===== config.mk =====
export PLATFORM = sky130hd
export DESIGN_NAME = pipe_ctrl
export DESIGN_NICKNAME = d
export VERILOG_FILES = /design/src/rtl/pipe_ctrl.sv
export SDC_FILE = /design/constraint.sdc
export NUM_CORES = 1
export LEC_CHECK = 0
export CAP_MARGIN = 20
export CORE_MARGIN = 2
export CORE_UTILIZATION = 43
export CTS_BUF_LIST = sky130_fd_sc_hd__clkbuf_16
export DETAILED_ROUTE_END_ITERATION = 16
export GPL_TIMING_DRIVEN = 0
export PLACE_DENSITY = 0.82
export SYNTH_ARGS = -nofsm -noshare
export SYNTH_HDL_FRONTEND = slang
export SYNTH_SLANG_ARGS = --single-unit

===== constraint.sdc =====
create_clock -name clk -period 1.9 [get_ports clk]
set_input_delay 0.19 -clock clk [delete_from_list [all_inputs] [get_ports clk]]
set_output_delay 0.19 -clock clk [all_outputs]
set_load 0.1 [all_outputs]

===== src/rtl/pipe_ctrl.sv =====
// Hazard/control unit for the five-stage RV64 pipeline: per-stage stall/flush,
// multi-cycle MDU launch/done sequencing with a watchdog, and saturating perf counters.
module pipe_ctrl #(
  parameter int unsigned MDU_TIMEOUT = 64,
  parameter int unsigned CNT_W       = 32
) (
  input  logic             clk,
  input  logic             rst,
  input  logic [4:0]       decode_i_rs1,
  input  logic [4:0]       decode_i_rs2,
  input  logic             decode_i_rs1_used,
  input  logic             decode_i_rs2_used,
  input  logic [4:0]       regE_i_rd,
  input  logic             regE_i_reg_we,
  input  logic             regE_i_is_load,
  input  logic             execute_i_mispredict,
  input  logic             execute_i_mdu_start,
  input  logic             mdu_i_done,
  input  logic             memory_i_req,
  input  logic             dmem_i_ready,
  output logic             ctrl_o_mdu_go,
  output logic             ctrl_o_regF_stall,
  output logic             ctrl_o_regD_stall,
  output logic             ctrl_o_regE_stall,
  output logic             ctrl_o_regM_stall,
  output logic             ctrl_o_regD_flush,
  output logic             ctrl_o_regE_flush,
  output logic             ctrl_o_regM_flush,
  output logic             ctrl_o_regW_flush,
  output logic             ctrl_o_mdu_timeout,
  output logic [CNT_W-1:0] ctrl_o_stall_cycles,
  output logic [CNT_W-1:0] ctrl_o_flush_cnt
);

  localparam int unsigned WD_W = $clog2(MDU_TIMEOUT);

  typedef enum logic [1:0] {
    S_IDLE = 2'd0,
    S_BUSY = 2'd1,
    S_HOLD = 2'd2
  } state_e;

  state_e             state_q, state_d;
  logic [WD_W-1:0]    wdog_q, wdog_d;
  logic               timeout_q, timeout_d;
  logic [CNT_W-1:0]   stall_cnt_q, stall_cnt_d;
  logic [CNT_W-1:0]   flush_cnt_q, flush_cnt_d;

  logic mem_wait;
  logic rs1_hit;
  logic rs2_hit;
  logic load_use;
  logic mdu_wait;
  logic sel_mispredict;

  // Hazard terms
  always_comb begin
    mem_wait = memory_i_req & ~dmem_i_ready;
    rs1_hit  = decode_i_rs1_used & (decode_i_rs1 == regE_i_rd);
    rs2_hit  = decode_i_rs2_used & (decode_i_rs2 == regE_i_rd);
    load_use = regE_i_is_load & regE_i_reg_we & (regE_i_rd != 5'd0) & (rs1_hit | rs2_hit);
    mdu_wait = ((state_q == S_IDLE) & execute_i_mdu_start) |
               ((state_q == S_BUSY) & ~mdu_i_done);
  end

  // State, watchdog, sticky flag and counter registers
  always_ff @(posedge clk) begin
    if (rst) begin
      state_q     <= S_IDLE;
      wdog_q      <= '0;
      timeout_q   <= 1'b0;
      stall_cnt_q <= '0;
      flush_cnt_q <= '0;
    end else begin
      state_q     <= state_d;
      wdog_q      <= wdog_d;
      timeout_q   <= timeout_d;
      stall_cnt_q <= stall_cnt_d;
      flush_cnt_q <= flush_cnt_d;
    end
  end

  // Next-state: the FSM only returns to IDLE in a cycle where E advances
  always_comb begin
    state_d   = state_q;
    wdog_d    = wdog_q;
    timeout_d = timeout_q;
    unique case (state_q)
      S_IDLE: begin
        if (execute_i_mdu_start && !mem_wait) begin
          state_d = S_BUSY;
          wdog_d  = '0;
        end
      end
      S_BUSY: begin
        if (mdu_i_done) begin
          state_d = mem_wait ? S_HOLD : S_IDLE;
        end else if (wdog_q == WD_W'(MDU_TIMEOUT - 1)) begin
          state_d   = S_HOLD;
          timeout_d = 1'b1;
        end else begin
          wdog_d = wdog_q + WD_W'(1);
        end
      end
      S_HOLD: begin
        if (!mem_wait) begin
          state_d = S_IDLE;
        end
      end
      default: state_d = S_IDLE;
    endcase
  end

  // Stage controls, first match wins
  always_comb begin
    ctrl_o_mdu_go     = 1'b0;
    ctrl_o_regF_stall = 1'b0;
    ctrl_o_regD_stall = 1'b0;
    ctrl_o_regE_stall = 1'b0;
    ctrl_o_regM_stall = 1'b0;
    ctrl_o_regD_flush = 1'b0;
    ctrl_o_regE_flush = 1'b0;
    ctrl_o_regM_flush = 1'b0;
    ctrl_o_regW_flush = 1'b0;
    sel_mispredict    = 1'b0;
    if (!rst) begin
      if (mem_wait) begin
        ctrl_o_regF_stall = 1'b1;
        ctrl_o_regD_stall = 1'b1;
        ctrl_o_regE_stall = 1'b1;
        ctrl_o_regM_stall = 1'b1;
        ctrl_o_regW_flush = 1'b1;
      end else if (mdu_wait) begin
        ctrl_o_regF_stall = 1'b1;
        ctrl_o_regD_stall = 1'b1;
        ctrl_o_regE_stall = 1'b1;
        ctrl_o_regM_flush = 1'b1;
        ctrl_o_mdu_go     = (state_q == S_IDLE);
      end else if (execute_i_mispredict) begin
        // F keeps running so the redirect PC is captured
        ctrl_o_regD_flush = 1'b1;
        ctrl_o_regE_flush = 1'b1;
        sel_mispredict    = 1'b1;
      end else if (load_use) begin
        ctrl_o_regF_stall = 1'b1;
        ctrl_o_regD_stall = 1'b1;
        ctrl_o_regE_flush = 1'b1;
      end
    end
  end

  // Saturating performance counters
  always_comb begin
    stall_cnt_d = stall_cnt_q;
    flush_cnt_d = flush_cnt_q;
    if (ctrl_o_regF_stall && (stall_cnt_q != '1)) begin
      stall_cnt_d = stall_cnt_q + CNT_W'(1);
    end
    if (sel_mispredict && (flush_cnt_q != '1)) begin
      flush_cnt_d = flush_cnt_q + CNT_W'(1);
    end
  end

  assign ctrl_o_mdu_timeout  = timeout_q;
  assign ctrl_o_stall_cycles = stall_cnt_q;
  assign ctrl_o_flush_cnt    = flush_cnt_q;

endmodule


### Word level (Yosys, flattened, before mapping)

Cells that the tools add are included.
Widths: inputs -> output; s select.

| storage, ports and cells | value |
|---|---|
| memory bits (read-only) | 0 |
| bits in registers | 73 |
| memories kept | 0 |
| output and inout bits | 74 |
| bits in latches | 0 |
| word-level logic and storage cells | 75 |
| RAM bits | 0 |
| bits of input ports | 26 |

| operators by class | value |
|---|---|
| equality and inequality tests | 12 |
| multiplexer cells | 33 |
| bitwise gates (word level) | 12 |
| reduce and logical (&&, ||, !) cells | 10 |
| div/mod/pow operators | 0 |
| $add $sub $neg | 3 |
| multiply operators | 0 |
| shift operators | 0 |
| magnitude comparators | 0 |

Operator list:

| cell | count |
|---|---|
| $add 32x1->32 const B | 2 |
| $ne 32x32->1 const B | 2 |
| $mux 1 | 23 |
| $mux 6 | 3 |
| $pmux 6 s2 | 1 |
| $eq 5x5->1 | 2 |
| $mux 2 | 5 |
| $and 1x1->1 | 8 |
| $add 6x1->6 const B | 1 |
| $eq 6x6->1 const B | 1 |
| $ne 2x2->1 const B | 3 |
| $pmux 2 s3 | 1 |
| $reduce_and 3->1 | 2 |
| $reduce_bool 5->1 | 1 |
| $reduce_and 4->1 | 1 |
| $logic_and 1x1->1 | 3 |
| $ne 3x2->1 const B | 1 |
| $eq 2x1->1 const B | 1 |
| $eq 2x2->1 const B | 1 |
| $logic_not 2->1 | 1 |
| $ne 2x1->1 const B | 1 |
| $not 1->1 | 2 |
| $or 1x1->1 | 2 |
| $reduce_bool 2->1 | 1 |
| $logic_not 1->1 | 1 |

### Longest topological paths before layout

| depth | value |
|---|---|
| depth after elaboration | 10 |
| mapped depth | 9 |
| gate-level depth less buffers | 7 |

### Least setup slack after synthesis

No wires, ideal clock.

| path | value |
|---|---|
| path kind | input -> output |
| start | input rst |
| end | output ctrl_o_mdu_go |
| slack | -2.014 ns |
| stages on the path | 4 |
| arrival | 3.724 ns |
| required time | 1.710 ns |
| path buffers | 3 |
| cell sequence | clkbuf_1 > clkbuf_1 > clkbuf_1 > nor4_1 |

| between the ends | value |
|---|---|
| word-level cells in the longest chain between the ends | 1 |

RTL lines:

| item | RTL line | text |
|---|---|---|
| start, declared | 8 | `input logic rst,` |
| $mux 1 | 126 | `if (!rst) begin` |
| end, declared | 21 | `output logic ctrl_o_mdu_go,` |

No other way between the ends.

### Final worst setup path

| path | value |
|---|---|
| start | register stall_cnt_q[1] (netlist: ctrl_o_stall_cycles[1]) |
| end | register stall_cnt_q[28] (netlist: ctrl_o_stall_cycles[28]) |

| between the ends | value |
|---|---|
| word-level cells in the longest chain between the ends | 2 |
| elaborated cells between the ends (all ways) | 3 |
| those cells by class | add/sub: 1; eq/ne: 1; reduce/logical: 1 |

RTL lines:

| item | RTL line | text |
|---|---|---|
| start, declared | 46 | `logic [CNT_W-1:0] stall_cnt_q, stall_cnt_d;` |
| start signal, assigned | 78 | `stall_cnt_q <= stall_cnt_d;` |
| parallel branches: the longest is 2 deep, another holds $add 32x1->32 | n/a |  |

Parallel ways; which one is timed is not known.
A chain may end at the register's enable or synchronous reset.

==> metrics.log <==
INFO  metric status = finished, violations left
INFO  metric violations_in_the_final_reports = setup timing
INFO  metric vertical_die_dimension = 99.3 µm
INFO  metric routedWlPerCell = 21.5 µm
INFO  metric filler_cell_count = 488
INFO  metric placement.io_buffers = 98
INFO  metric initial_core_util = 44.6%
INFO  metric cts_hold_buffers = 0
INFO  metric synthDominantCellAreaShare = 37.4%
INFO  metric drc_errors = 0
INFO  metric yosysUniqueCellTypes = 54
INFO  metric yosysWarningCount = 0
INFO  metric htree_levels = 3
INFO  metric finalCriticalPeriod = 2.12 ns
INFO  metric numCtsBuffers = 9
INFO  metric avgSynthCellArea = 8.22 µm²
INFO  metric ys_top_cells_by_area = dfxtp_1, xnor2_1, nor2_1
INFO  metric finalWirelength = 16.4 mm
INFO  metric clock_insertion_delay_worst_skew = 0.34 ns
INFO  metric multiInputGateArea = 0.00297 mm²
INFO  metric global_route_wire_length_before_repair = 21.4 mm
INFO  metric leakage = 2.73 nW
INFO  metric slew_violations = 0
INFO  metric place.gp.congestion = 0.886
INFO  metric drt.antenna.violating_nets = 0
INFO  metric final_layout_size_suffix_gt1_share = 43.7%
INFO  metric setup.worst_path.class = reg -> reg
INFO  metric fp-row-count = 34
INFO  metric area_growth = 76.5%
INFO  metric grt_setup_unrepaired = true
INFO  metric post_syn_instances = 475
INFO  metric clock_sinks = 73
INFO  metric grtUsageTotal = 26.9%
INFO  metric cts_tree = yes
INFO  metric worst_pin_slew = 1.00 ns
INFO  metric power.density = 563 mW/mm²
INFO  metric setup_violations = 28
INFO  metric worstSetupEndpointType = flip-flop
INFO  metric boundaryPins = 100
INFO  metric fin_nets = 679
INFO  metric synth.top_cells.by_count = dfxtp_1, nor2_1, xnor2_1
INFO  metric first_pass_iters = 5
INFO  metric synth.ff_latch_count = 73
INFO  metric finalInstanceArea = 0.00690 mm²
INFO  metric cp.required = 2.11 ns
INFO  metric final_min_period_over_clock_period = 112%
INFO  metric vias = 4787
INFO  metric irDropWorstVdd = 0.000435 V
INFO  metric critPathMaxFanout = 5
INFO  metric ff2ff_setup_slack = -0.22 ns
INFO  metric area.sequential = 0.00169 mm²
INFO  metric detailedRoute.firstIterationViolations = 304
INFO  metric postPlaceCellArea = 0.00553 mm²
INFO  metric grt_remaining_overflow = 0
INFO  metric worst_setup_hold_path_clk_slew = 0.06 ns
INFO  metric ys_async_sr_fraction = 0%
INFO  metric postLayoutSetupSlackWorst = -0.219 ns
INFO  metric grt_start_max_net_pins = 14
INFO  metric die_width = 99.3 µm
INFO  metric final_cells = 763
INFO  metric synth-edff-count = 0
INFO  metric count_of_max_cap_constraint_violations = 0
INFO  metric syn-num-nets = 504
INFO  metric max-slew-margin-rel = 33.5%
INFO  metric core_area = 0.00876 mm²
INFO  metric viasPerCell = 6.27
INFO  metric clockBufferDepth = 2
INFO  metric initial_antenna_violation_count = 0
INFO  metric max_freq = 0.472 GHz
INFO  metric first_global_vias = 4305
INFO  metric mappedNetlistArea = 0.00391 mm²
INFO  metric worst_setup_path_start_kind = flip-flop
INFO  metric synth_flop_cell = dfxtp_1
INFO  metric yosys.cell_count.top_type = dfxtp_1
INFO  metric synth_largest_area_cell = dfxtp_1
INFO  metric synth.yosys.seq_area_share = 37.4%
INFO  metric floorplan_die_area = 0.00986 mm²
INFO  metric arrival = 2.33 ns
INFO  metric antenna_cells_inserted = 0
INFO  metric clock-root-buffer = clkbuf_16
INFO  metric final_hold_viol_count = 0
INFO  metric place.detailed.instances = 681
INFO  metric timing.hold.worst.class = in -> reg
INFO  metric dp_hpwl = 8.58 mm
INFO  metric final.setup_skew = 0.0122 ns
-- per-layer routing --
metal  track usage (%)  vias to the layer above  share of wire [%]
li1                  -                     2116                  -
met1              33.0                     2303                 37
met2              46.9                      288                 50
met3              4.01                       80                7.9
met4              11.5                        0                5.1
met5                 0                        -                  0
-- sequential cells by signal (all words and copies together), names as in the netlist --
register and flops:
ctrl_o_stall_cycles 32, state_q 2, ctrl_o_mdu_timeout 1, ctrl_o_flush_cnt 32, wdog_q 6
-- repair_timing --
action,CTS,global route
buffers inserted,23,43
setup endpoints to repair,136,61
gates cloned,2,2
resized for setup,225,78
pin swaps,40,38
hold endpoints to repair,0,0
-- worst max-delay path, stage by stage, from the launching register on --
cell and delay, ns:
dfxtp_4 0.37, ha_4 0.16, nand2_4 0.07, nor3_4 0.29
a21boi_4 0.35, buf_6 0.16, nand3_1 0.15, o211ai_1 0.29
o31ai_1 0.14
-- where the power goes --
group | switching (mW) | total (mW) | internal (mW)
sequential | 0.0194 | 1.48 | 1.46
combinational | 0.400 | 0.667 | 0.267
clock | 0.719 | 1.74 | 1.02
-- cell usage in the layout, fill, tap and decap left out, types with 5 or more instances in the layout --
cell type and n:
a21oi_1 20, a21oi_2 13, buf_12 9, buf_4 52
buf_6 21, clkbuf_16 10, clkdlybuf4s50_1 10, dfxtp_1 7
dfxtp_2 7, dfxtp_4 59, dlygate4sd2_1 76, inv_1 8
nand2_1 27, nand3_1 23, nand4_1 25, nor2_1 49
nor2b_1 5, nor3_1 9, nor4_2 5, nor4_4 12
o21ai_0 12, o21ai_1 8, o31ai_2 5, or3_1 15
or3_4 6, or4_4 6, xnor2_1 39
-- final timing paths --
kind,start,to,cells past startpoint
setup / recovery,ctrl_o_stall_cycles[1]$_SDFFE_PP0P_,ctrl_o_stall_cycles[28]$_SDFFE_PP0P_,8
hold / removal,rst,ctrl_o_stall_cycles[23]$_SDFFE_PP0P_,3
setup reg to reg,ctrl_o_stall_cycles[1]$_SDFFE_PP0P_,ctrl_o_stall_cycles[28]$_SDFFE_PP0P_,8
hold reg to reg,ctrl_o_mdu_timeout$_SDFFE_PP0P_,ctrl_o_mdu_timeout$_SDFFE_PP0P_,2
-- kinds of logic after synthesis --
group                      after synthesis  synth area share (%)
adders and majority gates                3                 0.961
DFF                                     73                  37.4
and+or+nand+nor                        237                  33.9
buffers and inverters                   34                  4.10
AOI/OAI and AO/OA                       83                  13.2
xor gates and xnor gates                39                  8.74
muxes                                    6                  1.76
-- area by class of cell --
type                       count  area share, %
buffer                        23           3.41
clock inverter                 7           1.03
inverter                      10          0.726
timing repair buffer         164           22.0
sequential                    73           24.5
tap                          108           1.96
clock buffer                   9           3.27
multi-input combinational    369           43.0
-- per-stage QoR --
stage                     setup slack [ns]  total power [mW]  setup TNS, ns  hold slack, ns  util, %
after floorplan                     -0.387              1.86          -9.75           0.442        -
after global placement               -1.29              2.00         -31.33           0.453     63.0
after detailed placement             -1.36              2.01         -36.20           0.458     63.0
after CTS                           -0.116              3.80          -2.05           0.375     71.3
after global routing                -0.258              3.97          -3.98           0.419     78.7
final                               -0.219              3.88          -1.49           0.407     78.7
Power figures use the tool's default switching activity.
